--- src/rtl/icache_direct.sv ---
// icache_direct: direct-mapped, read-only instruction cache with single-word miss fill.
// Define ICACHE_PERF_EN to build the saturating hit_count / miss_count counters.
module icache_direct #(
   parameter int unsigned SETS = 16
) (
   input  logic        CLK,
   input  logic        RST,
   input  logic        imemREN,
   input  logic [31:0] imemaddr,
   input  logic        iflush,
   output logic        ihit,
   output logic [31:0] imemload,
   output logic        iREN,
   output logic [31:0] iaddr,
   input  logic [31:0] iload,
   input  logic        iwait
`ifdef ICACHE_PERF_EN
   ,
   output logic [31:0] hit_count,
   output logic [31:0] miss_count
`endif
);

   localparam int unsigned IDXW = $clog2(SETS);
   localparam int unsigned TAGW = 32 - IDXW - 2;
   localparam int unsigned WADW = 30;

   typedef enum logic {
      S_IDLE,
      S_FETCH
   } state_e;

   state_e          state_q, state_d;
   logic [WADW-1:0] miss_addr_q, miss_addr_d;
   logic [SETS-1:0] valid_q, valid_d;
   logic [TAGW-1:0] tag_q  [SETS];
   logic [31:0]     data_q [SETS];

   logic [IDXW-1:0] req_idx;
   logic [TAGW-1:0] req_tag;
   logic [IDXW-1:0] fill_idx;
   logic [TAGW-1:0] fill_tag;
   logic            hit_c;
   logic            fill_c;
   logic            unused_byte_sel;

   // Byte offset plays no part in a word-granular cache.
   assign unused_byte_sel = ^imemaddr[1:0];

   assign req_idx  = imemaddr[IDXW+1:2];
   assign req_tag  = imemaddr[31:IDXW+2];
   assign fill_idx = miss_addr_q[IDXW-1:0];
   assign fill_tag = miss_addr_q[WADW-1:IDXW];

   assign hit_c  = imemREN & valid_q[req_idx] & (tag_q[req_idx] == req_tag)
                   & (state_q == S_IDLE);
   assign fill_c = (state_q == S_FETCH) & ~iwait;

   // State, miss address and valid bits; reset abandons any fill in progress.
   always_ff @(posedge CLK or posedge RST) begin
      if (RST) begin
         state_q     <= S_IDLE;
         miss_addr_q <= '0;
         valid_q     <= '0;
      end else begin
         state_q     <= state_d;
         miss_addr_q <= miss_addr_d;
         valid_q     <= valid_d;
      end
   end

   // Tag and data arrays carry no reset; valid bits qualify them.
   always_ff @(posedge CLK) begin
      if (fill_c) begin
         tag_q[fill_idx]  <= fill_tag;
         data_q[fill_idx] <= iload;
      end
   end

   always_comb begin
      state_d     = state_q;
      miss_addr_d = miss_addr_q;
      valid_d     = valid_q;
      case (state_q)
         S_IDLE: begin
            if (imemREN && !hit_c) begin
               state_d     = S_FETCH;
               miss_addr_d = imemaddr[31:2];
            end
         end
         S_FETCH: begin
            if (!iwait) begin
               state_d           = S_IDLE;
               valid_d[fill_idx] = 1'b1;
            end
         end
         default: state_d = S_IDLE;
      endcase
      // Flush wins over a fill landing on the same edge: data written, frame left invalid.
      if (iflush) begin
         valid_d = '0;
      end
   end

   always_comb begin
      ihit     = 1'b0;
      imemload = '0;
      iREN     = 1'b0;
      iaddr    = '0;
      if (hit_c) begin
         ihit     = 1'b1;
         imemload = data_q[req_idx];
      end
      if (state_q == S_FETCH) begin
         iREN  = 1'b1;
         iaddr = {miss_addr_q, 2'b00};
      end
   end

`ifdef ICACHE_PERF_EN
   logic [31:0] hit_cnt_q, hit_cnt_d;
   logic [31:0] miss_cnt_q, miss_cnt_d;

   // Saturating counters, cleared by reset only.
   always_comb begin
      hit_cnt_d  = hit_cnt_q;
      miss_cnt_d = miss_cnt_q;
      if (hit_c && (hit_cnt_q != 32'hFFFF_FFFF)) begin
         hit_cnt_d = hit_cnt_q + 32'd1;
      end
      if ((state_q == S_IDLE) && (state_d == S_FETCH) && (miss_cnt_q != 32'hFFFF_FFFF)) begin
         miss_cnt_d = miss_cnt_q + 32'd1;
      end
   end

   always_ff @(posedge CLK or posedge RST) begin
      if (RST) begin
         hit_cnt_q  <= '0;
         miss_cnt_q <= '0;
      end else begin
         hit_cnt_q  <= hit_cnt_d;
         miss_cnt_q <= miss_cnt_d;
      end
   end

   assign hit_count  = hit_cnt_q;
   assign miss_count = miss_cnt_q;
`endif

endmodule

--- config.mk ---
export PLATFORM = sky130hd
export DESIGN_NAME = icache_direct
export DESIGN_NICKNAME = d
export VERILOG_FILES = /design/src/rtl/icache_direct.sv
export SDC_FILE = /design/constraint.sdc
export NUM_CORES = 1
export LEC_CHECK = 0
export BUFFER_PORTS_ARGS = -buffer_cell sky130_fd_sc_hd__buf_4
export CORE_ASPECT_RATIO = 1.75
export CORE_MARGIN = 2
export CORE_UTILIZATION = 25
export CTS_BUF_LIST = sky130_fd_sc_hd__clkbuf_16
export CTS_CLUSTER_DIAMETER = 200
export DETAILED_ROUTE_END_ITERATION = 8
export GPL_TIMING_DRIVEN = 0
export MAX_ROUTING_LAYER = met4
export PLACE_DENSITY_LB_ADDON = 0.15
export RECOVER_POWER = 50
export SLEW_MARGIN = 0
export SYNTH_ARGS = -nofsm -noshare
export SYNTH_HDL_FRONTEND = slang
export SYNTH_SLANG_ARGS = --single-unit
--- constraint.sdc ---
create_clock -name CLK -period 7.55 [get_ports CLK]
set_input_delay 0.3775 -clock CLK [delete_from_list [all_inputs] [get_ports CLK]]
set_output_delay 0.3775 -clock CLK [all_outputs]
set_load 0.01 [all_outputs]
==> metrics.yaml, run 1 <==
pwr:
  peakVddDrop_mv: 0.140
  powerDensity_nw_per_um2: 263
  cellLeakagePower_nw: 15.2
route:
  drt_drc_violations_left: 0
  wire_per_inst_um: 29.3
  initialDrtViolationCount: 1562
  drt-total-wl_um: 123000
  drt-vias-per-instance: 4.56
  dr.pass1.iters: 5
  postRouteAntennaNets: 0
  num_vias: 19200
cts:
  path_clk_slew_ns: 0.06
  clk_latency_ns: 0.70
  tritoncts: "built"
  cts_buffers: 98
  cts.sinks: 975
  cts_setup_buffers: 0
  h-tree-depth: 3
  cts_max_path_buffers: 3
  root_buffer: "clkbuf_16"
final_layout:
  nNetsFinal: 2184
  drive_gt1_share_pct: 30.1
  area_delta_synth_final_pct: 22.6
  fin_area_um2: 46900
  finalNonFillerCells: 4205
sta:
  clock_skew_ns: 0.0308
  period_minus_slack_ns: 6.68
  fmax_mhz: 150
  setup_ws_ns: 0.875
  finalSetupViolCount: 0
  tightest_slew_ns: 2.36
  slew_violations: 55
  max_slew_margin_pct: -57.2
  hold_ws_ns: 0.402
  rsz0062_at_grt: "no"
  hold_viol_final: 0
  period_share_pct: 88.4
worst_setup_path:
  end_kind: "output port"
  cp_slowest_cell: "clkbuf_1"
  crit_type: "in -> out"
  crit_required_ns: 7.17
  critPathLaunchType: "input pin"
  slowest_delay_ns: 0.92
  worstPathCellList: "buf_4 > clkbuf_1 > clkbuf_1 > clkbuf_1 > nand3_1 > nand3_1 > o2111ai_1 > nor4_2 > nand3_1 > clkbuf_1 > nor2b_1 > buf_4"
  worstPathArrival_ns: 6.30
  cpMostUsedCell: "clkbuf_1"
  path_max_fanout: 10
synthesis:
  ys_types: 65
  avgSynthCellArea_um2: 22.0
  synth_edf_count: 928
  ys.flop_type: "edfxtp_1"
  synthTopCellsByArea: "edfxtp_1 73%, mux4_2 14%, dfrtp_1 3.1%"
  synth_warnings: 0
  synthesis.area_um2: 38300
  synth_area_leader_cell: "edfxtp_1"
  yosysTopAreaCellShare_pct: 72.8
  synthArstFlopShare_pct: 4.82
  seq_area_frac_synth_pct: 75.9
  synthCells: 1739
  ys_ff_latch: 975
place:
  post_dp_cell_area_um2: 43200
  portBuffers: 127
  gp_congestion: 0.802
  place_ws_ns: 0.580
  dp_hpwl_um: 85300
  place_inst: 3959
global_route:
  antenna_found_initial: 6
  grt_use_total_pct: 16.2
  grt.overflow.total: 0
  grt_max_degree: 37
  grt_pass1_vias: 20900
  grt_pass1_wl_um: 169000
floorplan:
  start_util_pct: 25.2
  rows: 189
  dieWidth_um: 300
  die_h_um: 521
  core-area_um2: 152000
  boundaryPins: 135
  dieArea_um2: 156000
flow_run:
  maxCapViolations: 2
outcome:
  outcome: "complete, but fails checks"
  violations: "max-capacitance violations, max-slew violations"
worst_hold_path:
  hold_path_class: "in -> async"
==> final timing paths <==
check,start,to,slack [ns],cells past startpoint
setup / recovery,imemaddr[5],imemload[2],0.87,12
hold / removal,RST,miss_addr_q[3]$_DFFE_PP0P_,0.40,3
setup reg to reg,tag_q[4][18]$_DFFE_PP_,miss_addr_q[18]$_DFFE_PP0P_,3.47,9
hold reg to reg,valid_q[8]$_DFFE_PP0P_,valid_q[8]$_DFFE_PP0P_,0.50,2
max in group asynchronous,RST,miss_addr_q[22]$_DFFE_PP0P_,4.49,4
min in group CLK,imemREN,miss_addr_q[28]$_DFFE_PP0P_,0.44,4
==> through the flow <==
step                      utilization [%]  power (W)  setup TNS (ns)
after floorplan                         -    0.00695               0
after global placement               27.5    0.00745        -2344.09
after detailed placement             28.5    0.00751               0
after CTS                            31.0     0.0125               0
after global routing                 30.9     0.0127               0
final                                30.9     0.0123               0
==> critical path, delay by kind of cell <==
family / cells / cell delay (ns)
buffers and inverters: 6 / 3.57
AND/OR/NAND/NOR: 5 / 2.07
AO/OA/AOI/OAI: 1 / 0.23
==> area by class of cell <==
cell class                      instances  area, µm²
Timing Repair Buffer                  275       2820
Multi-Input combinational cell        666       8730
Sequential cell                       975      29000
Clock buffer                           99       2480
Antenna cell                            6       15.0
Inverter                                9       33.8
Tap cell                             2005       2510
Buffer                                 90        518
Clock inverter                         80        757
Fill cell                           14800     105000
==> synthesized netlist by cell type (16+ instances only) <==
master,number
mux2i_1,88
buf_2,28
and2_1,33
nor2b_1,43
mux2_4,29
nand2_1,18
edfxtp_1,928
xnor2_1,18
mux4_2,238
a22oi_1,21
nor2_1,55
nand3_1,16
clkbuf_1,32
dfrtp_1,47
==> cells by family after synthesis <==
family / synth area share, %
buffers and inverters: 1.44
multiplexers: 17.6
AND/OR/NAND/NOR: 2.87
AO/OA/AOI/OAI: 1.53
flip-flops: 75.9
other: 0.00980
XOR/XNOR: 0.664
==> registers in the layout, summed over array words and instances (netlist names) <==
register     cells
data_q         512
tag_q          416
miss_addr_q     30
valid_q         16
state_q          1
==> what timing repair did <==
item,in CTS,in global routing
hold endpoints to repair,556,0
endpoints found under the setup margin,0,0
resized for setup,0,0
hold buffers,61,0
==> report_power, final <==
group | switching, W | total, W | leakage [nW] | internal (W)
clock | 0.00213 | 0.00497 | 1.65 | 0.00283
combinational | 0.000546 | 0.000960 | 4.65 | 0.000414
sequential | 0.000205 | 0.00642 | 8.94 | 0.00621
total | 0.00288 | 0.0123 | 15.2 | 0.00946
==> layer usage <==
layer  track usage, %  share of wire, %
met4             5.67               3.4
met3             1.86               3.3
met1             18.3                39
met5                -                 0
met2             29.5                54
==> cells in the final DEF, fill, tap and decap left out, types with 13 or more instances in the layout <==
master	Yosys	layout
mux2_4	29	29
nand3_1	16	16
clkinv_2	0	18
mux2i_1	88	88
edfxtp_1	928	928
buf_12	1	39
mux4_2	238	238
nor2_1	55	48
inv_1	8	26
nor2b_1	43	43
buf_6	11	47
a22oi_1	21	21
clkinv_1	1	17
buf_2	28	28
and2_1	33	32
bufinv_16	0	13
clkbuf_16	0	99
clkbuf_1	32	66
nand2_1	18	18
buf_4	9	105
dlygate4sd3_1	0	61
xnor2_1	18	18
dfrtp_1	47	47
Note: power is estimated with default switching activity, not from simulation.
==> inputs of run 2 (changes only) <==
--- a/config.mk
+++ b/config.mk
@@ -5,6 +5,7 @@
 export SDC_FILE = /design/constraint.sdc
 export NUM_CORES = 1
 export LEC_CHECK = 0
+export ABC_AREA = 1
 export BUFFER_PORTS_ARGS = -buffer_cell sky130_fd_sc_hd__buf_4
 export CORE_ASPECT_RATIO = 1.75
 export CORE_MARGIN = 2
==> constraint.sdc (replaced) <==
create_clock -name CLK -period 7.79 [get_ports CLK]
set_input_delay 0.3895 -clock CLK [delete_from_list [all_inputs] [get_ports CLK]]
set_output_delay 0.3895 -clock CLK [all_outputs]
set_load 0.01 [all_outputs]
==> run 2 against run 1 <==
The run still ends with max-capacitance violations, max-slew violations left. Core utilization fell by 0.49 points. Non-clock buffer count up 93. Combinational power grew 14%. Hold slack better by 0.0056 ns. Critical path type is now reg -> out. Largest cell class unchanged.
==> metrics.yaml, run 2 <==
synthesis:
  synth_mux_area_share_pct: 0  # was 17.6%
  synth_edf_count: 928  # unchanged
  yosys.area_share.simple_pct: 13.9  # was 2.87%
  synth_warnings: 0  # unchanged
  synth_compound_area_share_pct: 8.93  # was 1.53%
  ys.flop_type: "edfxtp_1"  # unchanged
  avgSynthCellArea_um2: 12.0  # was 22.0 µm²
  synthTopCellsByCount: "928 x edfxtp_1, 855 x nand2_1, 264 x nand3_1"  # was 928 x edfxtp_1, 238 x mux4_2, 88 x mux2i_1
  synthesis.area_um2: 39900  # was 38300 µm²
  synth_area_leader_cell: "edfxtp_1"  # unchanged
  ys_types: 33  # was 65
  synthArstFlopShare_pct: 4.82  # unchanged
  synthCells: 3320  # was 1739
  synth_adder_area_share_pct: 0  # unchanged
  synth_top_family_by_area: "simple AND/OR/NAND/NOR gates"  # was multiplexers
  seq_area_frac_synth_pct: 72.8  # was 75.9%
  synth-xor-area-share_pct: 0  # was 0.664%
  yosysMostFrequentCell: "edfxtp_1"  # unchanged
  ys_ff_latch: 975  # unchanged
  synthTopCellsByArea: "edfxtp_1 70%, nand2_1 8.0%, nand3_1 3.3%"  # was edfxtp_1 73%, mux4_2 14%, dfrtp_1 3.1%
  yosysTopAreaCellShare_pct: 69.8  # was 72.8%
route:
  dr.pass1.iters: 5  # unchanged
  postRouteAntennaNets: 0  # unchanged
  drt-vias-per-instance: 4.85  # was 4.56
  num_vias: 28200  # was 19200
  drt_drc_violations_left: 0  # unchanged
  wire_per_inst_um: 29.2  # was 29.3 µm
  drt-total-wl_um: 170000  # was 123000 µm
  initialDrtViolationCount: 2162  # was 1562
sta:
  fmax_mhz: 198
  period_minus_slack_ns: 5.04
  hold_viol_final: 0  # unchanged
  tightest_slew_ns: 1.86  # was 2.36 ns
  rsz0062_at_grt: "no"  # unchanged
  max_slew_margin_pct: -24.5  # was -57.2%
  slew_violations: 65  # was 55
  clock_skew_ns: 0.0592  # was 0.0308 ns
  period_share_pct: 64.7
  timing.setup.tns_ns: 0  # unchanged
  finalSetupViolCount: 0  # unchanged
  setup_ws_ns: 2.75  # was 0.875 ns
place:
  dp_hpwl_um: 118000  # was 85300 µm
  portBuffers: 128  # was 127
  post_dp_cell_area_um2: 44800  # was 43200 µm²
  place_ws_ns: 2.78  # was 0.580 ns
  gp_congestion: 0.897  # was 0.802
global_route:
  antenna_found_initial: 9  # was 6
  grt_pass1_vias: 28300  # was 20900
  grt_max_degree: 29  # was 37
  grt.overflow.total: 0  # unchanged
  grt_use_total_pct: 21.2  # was 16.2%
  grt_pass1_wl_um: 232000  # was 169000 µm
final_layout:
  regArea_um2: 29000  # unchanged
  fin_area_um2: 48300  # was 46900 µm²
  layout_commonest_cell: "edfxtp_1"  # unchanged
  reg_top3: "data_q x512, tag_q x416, miss_addr_q x30"  # unchanged
  multi_input_area_um2: 9180  # was 8730 µm²
  final.fill_count: 16300  # was 14800
  largest_register: "data_q"  # unchanged
  largest_reg_flops: 512  # unchanged
  nNetsFinal: 3737  # was 2184
  final_cell_mix: "928 x edfxtp_1, 855 x nand2_1, 264 x nand3_1, 253 x a21oi_1, 241 x inv_1"  # was 928 x edfxtp_1, 238 x mux4_2, 105 x buf_4, 99 x clkbuf_16, 88 x mux2i_1
  fin_util_pct: 30.4  # was 30.9%
  area_delta_synth_final_pct: 21.2  # was 22.6%
  drive_gt1_share_pct: 10.7  # was 30.1%
floorplan:
  rows: 194  # was 189
  dieArea_um2: 163000  # was 156000 µm²
  core-area_um2: 159000  # was 152000 µm²
  die_h_um: 533  # was 521 µm
  start_util_pct: 25.1  # was 25.2%
  boundaryPins: 135  # unchanged
  dieWidth_um: 306  # was 300 µm
worst_hold_path:
  hold_path_class: "in -> reg"  # was in -> async
  hold_depth: 6
  min-delay-start: "imemREN"
  hold_end: "miss_addr_q[28]$_DFFE_PP0P_"
worst_setup_path:
  slowest_delay_ns: 1.08  # was 0.92 ns
  crit_required_ns: 7.40  # was 7.17 ns
  worstPathCellList: "nor2_1 > nand3_1 > nor2_1 > nand3_1 > nor2_1 > nand3_1 > buf_2 > nor3_2 > buf_4"  # was buf_4 > clkbuf_1 > clkbuf_1 > clkbuf_1 > nand3_1 > nand3_1 > o2111ai_1 > nor4_2 > nand3_1 > clkbuf_1 > nor2b_1 > buf_4
  path_delay_family: "simple AND/OR/NAND/NOR gates"  # was buffers and inverters
  r2r_slack_ns: 4.49  # was 3.47 ns
  worstPathArrival_ns: 4.65  # was 6.30 ns
  reg2reg_to: "tag_q[13][23]$_DFFE_PP_"  # was miss_addr_q[18]$_DFFE_PP0P_
  critPathLaunchType: "register"  # was input pin
  cp_slowest_cell: "nor2_1"  # was clkbuf_1
  rr_worst_depth: 6  # was 9
  regToRegStartpoint: "state_q$_DFF_PP0_"  # was tag_q[4][18]$_DFFE_PP_
  path_max_fanout: 10  # unchanged
  path_buf_inv: 2  # was 6
  end_kind: "output port"  # unchanged
  crit_type: "reg -> out"  # was in -> out
cts:
  cts_buffers: 102  # was 98
  h-tree-depth: 3  # unchanged
  root_buffer: "clkbuf_16"  # unchanged
  clk_latency_ns: 0.77  # was 0.70 ns
  cts.sinks: 975  # unchanged
  cts_setup_buffers: 0  # unchanged
  tritoncts: "built"  # unchanged
  path_clk_slew_ns: 0.07  # was 0.06 ns
  cts_max_path_buffers: 3  # unchanged
pwr:
  fin_total_pwr_w: 0.0120  # was 0.0123 W
  cellLeakagePower_nw: 17.5  # was 15.2 nW
  powerDensity_nw_per_um2: 249  # was 263 nW/µm²
  peakVddDrop_mv: 0.199  # was 0.140 mV
outcome:
  violations: "max-capacitance violations, max-slew violations"  # unchanged
  outcome: "complete, but fails checks"  # unchanged
flow_run:
  maxCapViolations: 5  # was 2
-- run 2: worst max-delay path by stage --
stage | from | endpoint | slack, ns | cells past startpoint
after floorplan | state_q$_DFF_PP0_ | data_q[4][0]$_DFFE_PP_ | 4.02 | 4
after global placement | state_q$_DFF_PP0_ | tag_q[4][15]$_DFFE_PP_ | -1.22 | 4
after detailed placement | imemaddr[5] | imemload[12] | 2.78 | 9
after CTS | state_q$_DFF_PP0_ | imemload[24] | 2.74 | 9
after global routing | state_q$_DFF_PP0_ | imemload[27] | 2.62 | 9
final | state_q$_DFF_PP0_ | imemload[24] | 2.75 | 9
-- run 2: logic make-up (layout without fill, tap and decap cells) --
group	count (synthesis)	count (layout)
buffers and inverters	433	863
AOI/OAI and AO/OA	557	557
DFF	975	975
and+or+nand+nor	1354	1354
other	1	9
-- run 2: worst register-to-register path: cells and delay by family, from the launching register on --
kind | cells | cell delay [ns]
buffers and inverters | 3 | 0.74
DFF | 1 | 0.61
and+or+nand+nor | 3 | 1.63
-- run 2: power breakdown --
group | total, W | leakage (nW) | internal, W | switching, W
registers | 0.00620 | 8.99 | 0.00600 | 0.000206
logic | 0.00109 | 6.85 | 0.000296 | 0.000799
clock network | 0.00473 | 1.64 | 0.00252 | 0.00221
-- run 2: through the flow --
step                      instances  hold slack (ns)
after floorplan                3321            0.453
after global placement         5507            0.476
after detailed placement       5564            0.486
after CTS                      5809           0.0124
after global routing           5815            0.440
final                          5816            0.408
-- run 2: layer usage --
layer	up-vias	GRT usage [%]	share of wire [%]
li1	12500	-	-
met5	-	-	0
met1	14500	22.5	37
met4	0	9.06	4.4
met2	900	39.7	55
met3	292	2.02	3.7
-- run 2: cell type report --
cell class,count,share of cell area [%]
clock inverter,85,1.20
antenna,7,0.0362
sequential,975,60.1
clock buffer,102,5.28
timing repair buffer,243,5.45
inverter,218,1.69
tap,2058,5.33
multi-input combinational,1913,19.0
buffer,215,1.95
-- run 2: timing repair --
| action | 4_1_cts | 5_1_grt |
|---|---|---|
| gates resized for setup | 0 | 0 |
| hold buffers | 58 | 0 |
| hold endpoints to repair | 514 | 0 |
